$ cat src/rtl/button_debouncer_if.sv
// button_debouncer_if
// Bundles the pad-side inputs and the conditioned outputs of the button
// debouncer so the peripheral and the debouncer connect through one port.
//   buttons_raw : raw asynchronous pad levels (active-high)
//   clear_i     : per-bit clear of the sticky press flags
//   buttons_o   : debounced button state
//   pressed_o   : one-cycle pulse on debounced 0->1
//   released_o  : one-cycle pulse on debounced 1->0
//   latched_o   : sticky press flags
//   event_o     : OR of all press/release pulses, same cycle as the pulses
//   tick_o      : prescaler sample tick
// Modports: master drives buttons_raw/clear_i, slave (the debouncer) drives
// the conditioned outputs.
interface button_debouncer_if #(
    parameter int WIDTH = 8
);
    logic [WIDTH-1:0] buttons_raw;
    logic [WIDTH-1:0] clear_i;
    logic [WIDTH-1:0] buttons_o;
    logic [WIDTH-1:0] pressed_o;
    logic [WIDTH-1:0] released_o;
    logic [WIDTH-1:0] latched_o;
    logic             event_o;
    logic             tick_o;

    modport master (
        output buttons_raw,
        output clear_i,
        input  buttons_o,
        input  pressed_o,
        input  released_o,
        input  latched_o,
        input  event_o,
        input  tick_o
    );

    modport slave (
        input  buttons_raw,
        input  clear_i,
        output buttons_o,
        output pressed_o,
        output released_o,
        output latched_o,
        output event_o,
        output tick_o
    );
endinterface

$ cat src/rtl/button_debouncer.sv
// button_debouncer
// Input-conditioning stage for the Wishbone buttons/LEDs peripheral.
// Each raw pad bit is passed through a 2-flop synchroniser and then debounced
// independently: the debounced state only flips after the synchronised input
// has disagreed with it for STABLE_TICKS consecutive prescaler ticks. Any
// cycle of agreement restarts the window. Press/release pulses, a sticky
// press flag with per-bit clear, and an event strobe are produced alongside.
// Ports:
//   wb_clk_i : the only clock
//   wb_rst_i : synchronous active-high reset
//   bus      : button_debouncer_if.slave (raw inputs, clears, all outputs)
// Every output is driven straight from a flop.
module button_debouncer #(
    parameter int WIDTH        = 8,
    parameter int TICK_DIV     = 1000,
    parameter int STABLE_TICKS = 20
) (
    input  logic              wb_clk_i,
    input  logic              wb_rst_i,
    button_debouncer_if.slave bus
);
    localparam int CNT_W = $clog2(STABLE_TICKS + 1);
    localparam int DIV_W = (TICK_DIV > 1) ? $clog2(TICK_DIV) : 1;
    localparam logic [DIV_W-1:0] DIV_LAST = DIV_W'(TICK_DIV - 1);
    localparam logic [CNT_W-1:0] CNT_LAST = CNT_W'(STABLE_TICKS - 1);

    logic [WIDTH-1:0] s1_r;
    logic [WIDTH-1:0] s2_r;
    logic [DIV_W-1:0] div_r;
    logic [DIV_W-1:0] div_s;
    logic             tick_r;
    logic             tick_s;
    logic [CNT_W-1:0] cnt_r [WIDTH];
    logic [CNT_W-1:0] cnt_s [WIDTH];
    logic [WIDTH-1:0] btn_r;
    logic [WIDTH-1:0] btn_s;
    logic [WIDTH-1:0] prs_r;
    logic [WIDTH-1:0] prs_s;
    logic [WIDTH-1:0] rel_r;
    logic [WIDTH-1:0] rel_s;
    logic [WIDTH-1:0] lat_r;
    logic [WIDTH-1:0] lat_s;
    logic             evt_r;
    logic             evt_s;

    // Prescaler next state. tick_r is the registered compare, so it is high
    // for exactly one cycle per period and first rises on the TICK_DIV-th
    // edge after reset (every edge when TICK_DIV is 1).
    always_comb begin
        tick_s = 1'b0;
        div_s  = div_r;
        if (div_r == DIV_LAST) begin
            div_s  = {DIV_W{1'b0}};
            tick_s = 1'b1;
        end else begin
            div_s  = div_r + DIV_W'(1);
            tick_s = 1'b0;
        end
    end

    // Per-bit debounce counters, state flips, pulses, sticky flags, event.
    always_comb begin
        btn_s = btn_r;
        prs_s = {WIDTH{1'b0}};
        rel_s = {WIDTH{1'b0}};
        for (int i = 0; i < WIDTH; i++) begin
            cnt_s[i] = cnt_r[i];
            if (s2_r[i] == btn_r[i]) begin
                // Agreement (including a bounce back) aborts any pending count.
                cnt_s[i] = {CNT_W{1'b0}};
            end else if (tick_r) begin
                if (cnt_r[i] == CNT_LAST) begin
                    cnt_s[i] = {CNT_W{1'b0}};
                    btn_s[i] = ~btn_r[i];
                    prs_s[i] = ~btn_r[i];
                    rel_s[i] = btn_r[i];
                end else begin
                    cnt_s[i] = cnt_r[i] + CNT_W'(1);
                end
            end else begin
                cnt_s[i] = cnt_r[i];
            end
        end
        // The flag is set from the registered pulse, so a clear arriving in
        // the pulse cycle loses to the set.
        lat_s = prs_r | (lat_r & ~bus.clear_i);
        evt_s = |(prs_s | rel_s);
    end

    // State registers with synchronous reset.
    always_ff @(posedge wb_clk_i) begin
        if (wb_rst_i) begin
            s1_r   <= {WIDTH{1'b0}};
            s2_r   <= {WIDTH{1'b0}};
            div_r  <= {DIV_W{1'b0}};
            tick_r <= 1'b0;
            btn_r  <= {WIDTH{1'b0}};
            prs_r  <= {WIDTH{1'b0}};
            rel_r  <= {WIDTH{1'b0}};
            lat_r  <= {WIDTH{1'b0}};
            evt_r  <= 1'b0;
            for (int i = 0; i < WIDTH; i++) begin
                cnt_r[i] <= {CNT_W{1'b0}};
            end
        end else begin
            s1_r   <= bus.buttons_raw;
            s2_r   <= s1_r;
            div_r  <= div_s;
            tick_r <= tick_s;
            btn_r  <= btn_s;
            prs_r  <= prs_s;
            rel_r  <= rel_s;
            lat_r  <= lat_s;
            evt_r  <= evt_s;
            for (int i = 0; i < WIDTH; i++) begin
                cnt_r[i] <= cnt_s[i];
            end
        end
    end

    assign bus.buttons_o  = btn_r;
    assign bus.pressed_o  = prs_r;
    assign bus.released_o = rel_r;
    assign bus.latched_o  = lat_r;
    assign bus.event_o    = evt_r;
    assign bus.tick_o     = tick_r;
endmodule
$ cat src/flat_wrapper.sv
// flat-port wrapper written by rule: the top's interface ports become plain ports
module button_debouncer_flat 
#(
    parameter int WIDTH        = 8,
    parameter int TICK_DIV     = 1000,
    parameter int STABLE_TICKS = 20
)
  (wb_clk_i, wb_rst_i, bus_buttons_raw, bus_clear_i, bus_buttons_o, bus_pressed_o, bus_released_o, bus_latched_o, bus_event_o, bus_tick_o);
  button_debouncer_if #(.WIDTH(WIDTH)) bus_i ();
  input  logic wb_clk_i;
  input  logic wb_rst_i;
  input wire logic [$bits(bus_i.buttons_raw)-1:0] bus_buttons_raw;
  input wire logic [$bits(bus_i.clear_i)-1:0] bus_clear_i;
  output wire logic [$bits(bus_i.buttons_o)-1:0] bus_buttons_o;
  output wire logic [$bits(bus_i.pressed_o)-1:0] bus_pressed_o;
  output wire logic [$bits(bus_i.released_o)-1:0] bus_released_o;
  output wire logic [$bits(bus_i.latched_o)-1:0] bus_latched_o;
  output wire logic [$bits(bus_i.event_o)-1:0] bus_event_o;
  output wire logic [$bits(bus_i.tick_o)-1:0] bus_tick_o;
  assign bus_i.buttons_raw = bus_buttons_raw;
  assign bus_i.clear_i = bus_clear_i;
  assign bus_buttons_o = bus_i.buttons_o;
  assign bus_pressed_o = bus_i.pressed_o;
  assign bus_released_o = bus_i.released_o;
  assign bus_latched_o = bus_i.latched_o;
  assign bus_event_o = bus_i.event_o;
  assign bus_tick_o = bus_i.tick_o;
  button_debouncer #(.WIDTH(WIDTH), .TICK_DIV(TICK_DIV), .STABLE_TICKS(STABLE_TICKS)) u_core (.wb_clk_i(wb_clk_i), .wb_rst_i(wb_rst_i), .bus(bus_i));
endmodule
$ cat config.mk
export PLATFORM = sky130hd
export DESIGN_NAME = button_debouncer_flat
export DESIGN_NICKNAME = d
export VERILOG_FILES = /design/src/rtl/button_debouncer_if.sv /design/src/rtl/button_debouncer.sv /design/src/flat_wrapper.sv
export SDC_FILE = /design/constraint.sdc
export NUM_CORES = 1
export LEC_CHECK = 0
export ABC_AREA = 1
export CAP_MARGIN = 20
export CORE_MARGIN = 2
export CORE_UTILIZATION = 58
export DETAILED_ROUTE_END_ITERATION = 7
export GPL_TIMING_DRIVEN = 0
export PLACE_DENSITY = 0.94
export SYNTH_ARGS = -nofsm -noshare
export SYNTH_HDL_FRONTEND = slang
export SYNTH_SLANG_ARGS = --single-unit
$ cat constraint.sdc
create_clock -name wb_clk_i -period 3 [get_ports wb_clk_i]
set_clock_uncertainty 0.15 [all_clocks]
set_input_delay 0.6 -clock wb_clk_i [delete_from_list [all_inputs] [get_ports wb_clk_i]]
set_output_delay 0.6 -clock wb_clk_i [all_outputs]
set_load 0.03 [all_outputs]
==> metrics.yaml, run 1 <==
p_per_area_nw_per_um2: 501
critical_path_buf_inv_count: 1
antenna_violations_before_repair: 0
synth.yosys.warnings: 0
sum_of_negative_setup_slack_ns: 0
finalSetupViolations: 0
routed_wirelength_um: 8860
leakagePower_nw: 1.91
port_buffers: 51
root_cell_of_the_clock_tree: "clkbuf_8"
placement.cell_area_sq_um: 4550
first_global_vias: 3371
skew_pair_late_insertion_delay_ns: 0.37
register_area_sq_um: 2000
synth_ff_type: "dfxtp_1"
timing.final.ws_setup_ns: 0.610
share_of_the_clock_period_used_by_the_worst_path_after_layout_pct: 79.7
synth-async-reset-ratio_pct: 0
cts_hold_buf: 0
tightestPinTransition_ns: 0.590
netSwitchingFraction_pct: 21.3
die_area_sq_um: 7470
wl_per_cell_um: 13.5
clk_pin_slew_worst_paths_ns: 0.09
result_of_the_run: "completed"
routed_via_density: 5.46
synth_xor_xnor_area_share_pct: 2.22
floorplan.core_area_sq_um: 6680
mappedNetlistArea_sq_um: 3940
yosys_cell_types: 29
rsz_0062_raised_after_global_routing: "no"
crit_path_cells: "clkdlybuf4s50_1"
synth_seq_cells: 100
max_slew_margin_pct: 60.7
place_hpwl_um: 6030
synthCells: 512
worst-endpoint-required_ns: 2.25
critPathMaxStageDelay_ns: 0.74
core.rowCount: 30
initialDrtViolationCount: 220
placement.setup.worst_slack_ns: 0.678
cts-root-to-sink-buffers: 2
final_hold_viol_count: 0
postSynthAreaPerCell_sq_um: 7.70
cell_internal_pwr_w: 0.00189
synthesis.nets: 539
share_of_the_synthesized_area_in_compound_gates_ao_oa_aoi_oai_pct: 6.67
pwr-share-comb_pct: 3.0
floorplan.initialDensity_pct: 59.0
min-delay-path-class: "reg -> reg"
detailroute.via_count: 3600
most-common-layout-cells: "dfxtp_1 (100), nand2_1 (99), inv_1 (74)"
synthAdderAreaFrac_pct: 2.86
post-cts-setup-buffers: 0
p_total_w: 0.00240
cts_num_sinks: 100
cts_htree_levels: 3
nNetsFinal: 601
slew_violations: 0
slowest_stage: "clkdlybuf4s50_1"
worstPathMaxFanout: 6
remaining_drc_errors: 0
p_switching_w: 0.000510
grt_first_pass_wirelength_um: 14500
diodes: 0
cts_made_buffers: 9
setup.worst_path.class: "reg -> out"
layout_min_cycle_time_ns: 2.39
filler_cell_count: 484
final_antenna_net_count: 0
cp.arrival_ns: 1.64
fp.dieH_um: 86.4
tritoncts_clock_tree: "yes"
clkPwrFrac_pct: 40.9
cts.repair.resized: 0
seq_power_share_pct: 56.1
synth_top_family_by_area: "simple AND/OR/NAND/NOR gates"
synth_simple_gate_area_share_pct: 28.6
vdd_drop_max_uv: 393
multi_input_area_sq_um: 1590
grt.overflow.total: 0
routabilityCongestion: 0.891
ys_seq_area_share_pct: 50.8
timing.max_cap.violations: 0
endpoint_kind: "output port"
startpoint_type: "register"
i_o_pins: 52
multiplexer_share_of_the_synthesized_area_pct: 0
final_area_sq_um: 4790
floorplan.die.width_um: 86.4
fmaxAchievable_mhz: 418
globalRouteTotalUtil_pct: 24.8
mostFrequentLayoutCell: "dfxtp_1"
syn2layout_area_growth_pct: 21.5
timing.critical_path.max_delay_family: "buffers and inverters"
fraction_of_final_layout_cells_with_drive_strength_greater_than_1_pct: 6.22
synth-edff-count: 0
drt_first_pass_iters: 7
grt_start_max_net_pins: 17
flip-flops by register name (all words and copies together) (netlist names):
name / count
u_core.cnt_r: 40
u_core.s1_r: 8
u_core.bus.buttons_o: 8
u_core.bus.event_o: 1
u_core.bus.pressed_o: 8
u_core.s2_r: 8
u_core.bus.released_o: 8
u_core.bus.tick_o: 1
u_core.div_r: 10
u_core.bus.latched_o: 8
cell type report:
class / count / area share (%)
well taps: 80 / 2.09
plain buffers: 9 / 1.18
inverters: 78 / 6.12
clock inverters: 5 / 1.75
repair buffers: 51 / 10.7
clock buffers: 11 / 3.16
multi-input cells: 325 / 33.2
flip-flops and latches: 100 / 41.8
per-layer routing:
| layer | up-vias | share of wire [%] | global-route usage (%) |
|---|---|---|---|
| met3 | 30 | 7.2 | 4.57 |
| met5 | - | 0 | 0 |
| met4 | 0 | 3.1 | 15.5 |
| met1 | 1654 | 42 | 29.2 |
| met2 | 154 | 48 | 41.7 |
| li1 | 1762 | - | - |
synthesized netlist by cell type, drive strengths merged, types with 4 or more instances:
| library cell | instances | area [sq um] |
|---|---|---|
| a21oi | 32 | 160 |
| nand3 | 28 | 140 |
| nand4 | 5 | 31.3 |
| nand2 | 101 | 384 |
| nor3b | 5 | 37.5 |
| inv | 78 | 293 |
| a31oi | 7 | 43.8 |
| o21ai | 5 | 28.8 |
| nor3 | 32 | 165 |
| or2 | 4 | 25.0 |
| dfxtp | 100 | 2000 |
| ha | 9 | 113 |
| nor2 | 75 | 294 |
| buf | 9 | 56.3 |
| nor4 | 6 | 37.5 |
| xor2 | 7 | 61.3 |
cells by family (layout without fill, tap and decap cells):
group                      count (synthesis)  count (layout)
adders and majority gates                  9               9
xor gates and xnor gates                  10              10
AOI/OAI and AO/OA                         48              48
and+or+nand+nor                          258             258
buffers and inverters                     87             154
DFF                                      100             100
power groups by stage:
stage               registers [W]  logic [W]  clock network [W]
floorplan                 0.00138  0.0000362                  0
global placement          0.00138  0.0000679                  0
detailed placement        0.00138  0.0000711                  0
CTS                       0.00135  0.0000722           0.000991
global route              0.00135  0.0000805            0.00103
finish                    0.00135  0.0000718           0.000980
stage by stage:
step	util, %	hold slack, ns	instances
final	71.6	0.244	659
after global routing	71.6	0.269	659
after global placement	68.1	0.239	643
after CTS	71.6	0.248	659
after floorplan	-	0.238	512
after detailed placement	68.1	0.242	643
final timing paths:
path / startpoint / end / slack (ns) / cells past startpoint
setup / recovery: u_core.bus.tick_o / bus_tick_o / 0.61 / 1
hold / removal: u_core.s1_r[0] / u_core.s2_r[0] / 0.24 / 2
setup reg to reg: u_core.cnt_r[0][36] / u_core.bus.event_o / 1.31 / 7
hold reg to reg: u_core.s1_r[0] / u_core.s2_r[0] / 0.24 / 2
(Power assumes the default switching activity.)
==> inputs of run 2 (changes only) <==
- CORE_UTILIZATION: 58 -> 54
- PLACE_DENSITY: 0.94 -> 0.89
- clock period: 3 -> 2.4 ns (I/O delays scaled with it)
==> run 2 against run 1 <==
Core utilization is 5.0 points lower. Clock-buffer cell count down 1. Non-clock buffer count unchanged. Cell count grew 2.7%. Setup slack worse by 0.49 ns. Register-to-register slack got worse by 0.56 ns. Design area down 0.13%. Combinational power grew 24%. Via count shrank 3.8%. First-iteration DRC count is 15% lower.
==> metrics.yaml, run 2 (same netlist as run 1, synthesis figures left out) <==
wl_per_cell_um: 12.4
i_o_pins: 52
skew_pair_late_insertion_delay_ns: 0.36
startpoint_type: "register"
routed_via_density: 5.11
cts_num_sinks: 100
min-delay-start: "u_core.s1_r[3]"
sum_of_negative_setup_slack_ns: 0
endpoint_kind: "output port"
worstPathMaxFanout: 6
fraction_of_final_layout_cells_with_drive_strength_greater_than_1_pct: 5.88
critical_path_buf_inv_count: 1
timing.max_cap.violations: 0
final_hold_viol_count: 0
p_per_area_nw_per_um2: 605
fp.dieH_um: 89.4
final_antenna_net_count: 0
slowest_stage: "clkdlybuf4s50_1"
crit_path_cells: "clkdlybuf4s50_1"
largest-register: "u_core.cnt_r"
worstRegToRegCells: 7
tightestPinTransition_ns: 0.606
floorplan.initialDensity_pct: 54.9
routabilityCongestion: 0.879
result_of_the_run: "completed"
core.rowCount: 31
mostFrequentLayoutCell: "dfxtp_1"
seq_power_share_pct: 58.1
critPathMaxStageDelay_ns: 0.74
critical_register_to_register_path_startpoint: "u_core.bus.tick_o"
rrSetupSlack_ns: 0.75
grt.overflow.total: 0
worst-endpoint-required_ns: 1.77
leakagePower_nw: 1.90
drt_first_pass_iters: 4
cts-root-to-sink-buffers: 2
cts.repair.resized: 0
die_area_sq_um: 8000
reg.largest.list: "u_core.cnt_r x40, u_core.div_r x10"
cts_made_buffers: 9
cts_hold_buf: 0
placed_cell_count: 662
share_of_the_clock_period_used_by_the_worst_path_after_layout_pct: 95.0
netSwitchingFraction_pct: 20.8
timing.critical_path.max_delay_family: "buffers and inverters"
antenna_violations_before_repair: 0
cts_htree_levels: 3
clkPwrFrac_pct: 38.8
setup.worst_path.class: "reg -> out"
remaining_drc_errors: 0
hold_depth: 2
nNetsFinal: 601
cp.arrival_ns: 1.65
post-cts-setup-buffers: 0
initialDrtViolationCount: 187
routed_wirelength_um: 8420
slew_violations: 0
syn2layout_area_growth_pct: 21.3
largest_register_ffs: 40
post_layout_nonfiller_instances: 677
worst_r2r_endpoint: "u_core.bus.event_o"
whs_endpoint: "u_core.s2_r[3]"
floorplan.core_area_sq_um: 7180
max_slew_margin_pct: 59.6
finalSetupViolations: 0
pwr-share-comb_pct: 3.1
root_cell_of_the_clock_tree: "clkbuf_8"
cell_internal_pwr_w: 0.00229
p_switching_w: 0.000601
rsz_0062_raised_after_global_routing: "no"
diodes: 0
min-delay-path-class: "reg -> reg"
grt_first_pass_wirelength_um: 13800
port_buffers: 51
grt_start_max_net_pins: 16
detailroute.via_count: 3462
fmaxAchievable_mhz: 439
place_hpwl_um: 6060
first_global_vias: 3327
vdd_drop_max_uv: 431
globalRouteTotalUtil_pct: 22.4
layout_min_cycle_time_ns: 2.28
clk_pin_slew_worst_paths_ns: 0.09
most-common-layout-cells: "dfxtp_1 (100), nand2_1 (99), inv_1 (74)"
floorplan.die.width_um: 89.4
tritoncts_clock_tree: "yes"
run 2: metal layers:
metal / up-vias / wire (um) / global-route usage (%)
li1: 1749 / - / -
met1: 1588 / 3650 / 24.9
met2: 108 / 4200 / 42.1
met3: 17 / 371 / 2.77
met4: 0 / 200 / 10.6
met5: - / 0 / 0
run 2: how the worst max path moves through the flow:
stage                 startpoint                       to  slack [ns]  cells past startpoint
5_1_grt        u_core.bus.tick_o               bus_tick_o        0.11                      1
3_5_place_dp            wb_rst_i  u_core.bus.latched_o[5]        0.24                      4
6_report       u_core.bus.tick_o               bus_tick_o        0.12                      1
4_1_cts        u_core.bus.tick_o               bus_tick_o        0.14                      1
2_1_floorplan  u_core.bus.tick_o       u_core.bus.event_o        0.99                      6
3_3_place_gp            wb_rst_i           u_core.s2_r[6]        0.25                      4
run 2: layout make-up:
cell class	count	area, sq um
Buffer	9	56.3
Clock buffer	10	128
Clock inverter	5	77.6
Fill cell	579	2390
Inverter	78	293
Multi-Input combinational cell	325	1590
Sequential cell	100	2000
Tap cell	99	124
Timing Repair Buffer	51	510
run 2: power by group through the flow:
stage	clock [W]	combinational, W	sequential (W)
3_5_place_dp	0	0.0000898	0.00172
3_3_place_gp	0	0.0000865	0.00172
6_report	0.00112	0.0000893	0.00168
2_1_floorplan	0	0.0000452	0.00172
5_1_grt	0.00120	0.000101	0.00168
4_1_cts	0.00114	0.0000904	0.00168
run 2: through the flow:
step	setup WS, ns	util, %	hold slack (ns)	total power [W]	instance area (sq um)
6_report	0.120	66.6	0.257	0.00289	4780
5_1_grt	0.108	66.6	0.275	0.00299	4780
2_1_floorplan	0.986	-	0.238	0.00176	3940
3_3_place_gp	0.254	63.8	0.239	0.00181	4580
4_1_cts	0.141	66.6	0.261	0.00292	4780
3_5_place_dp	0.236	63.8	0.248	0.00181	4580
run 2: tightest hold or removal path, cell delays in order, from the launching register on:
cell and delay [ns]:
dfxtp_1 0.30, inv_1 0.04, nor2_1 0.03
==> inputs of run 3 (changes only) <==
- SKIP_LAST_GASP: not set -> 1
==> results of run 3 <==
Final layout, timing and power as in run 2 (identical DEF).
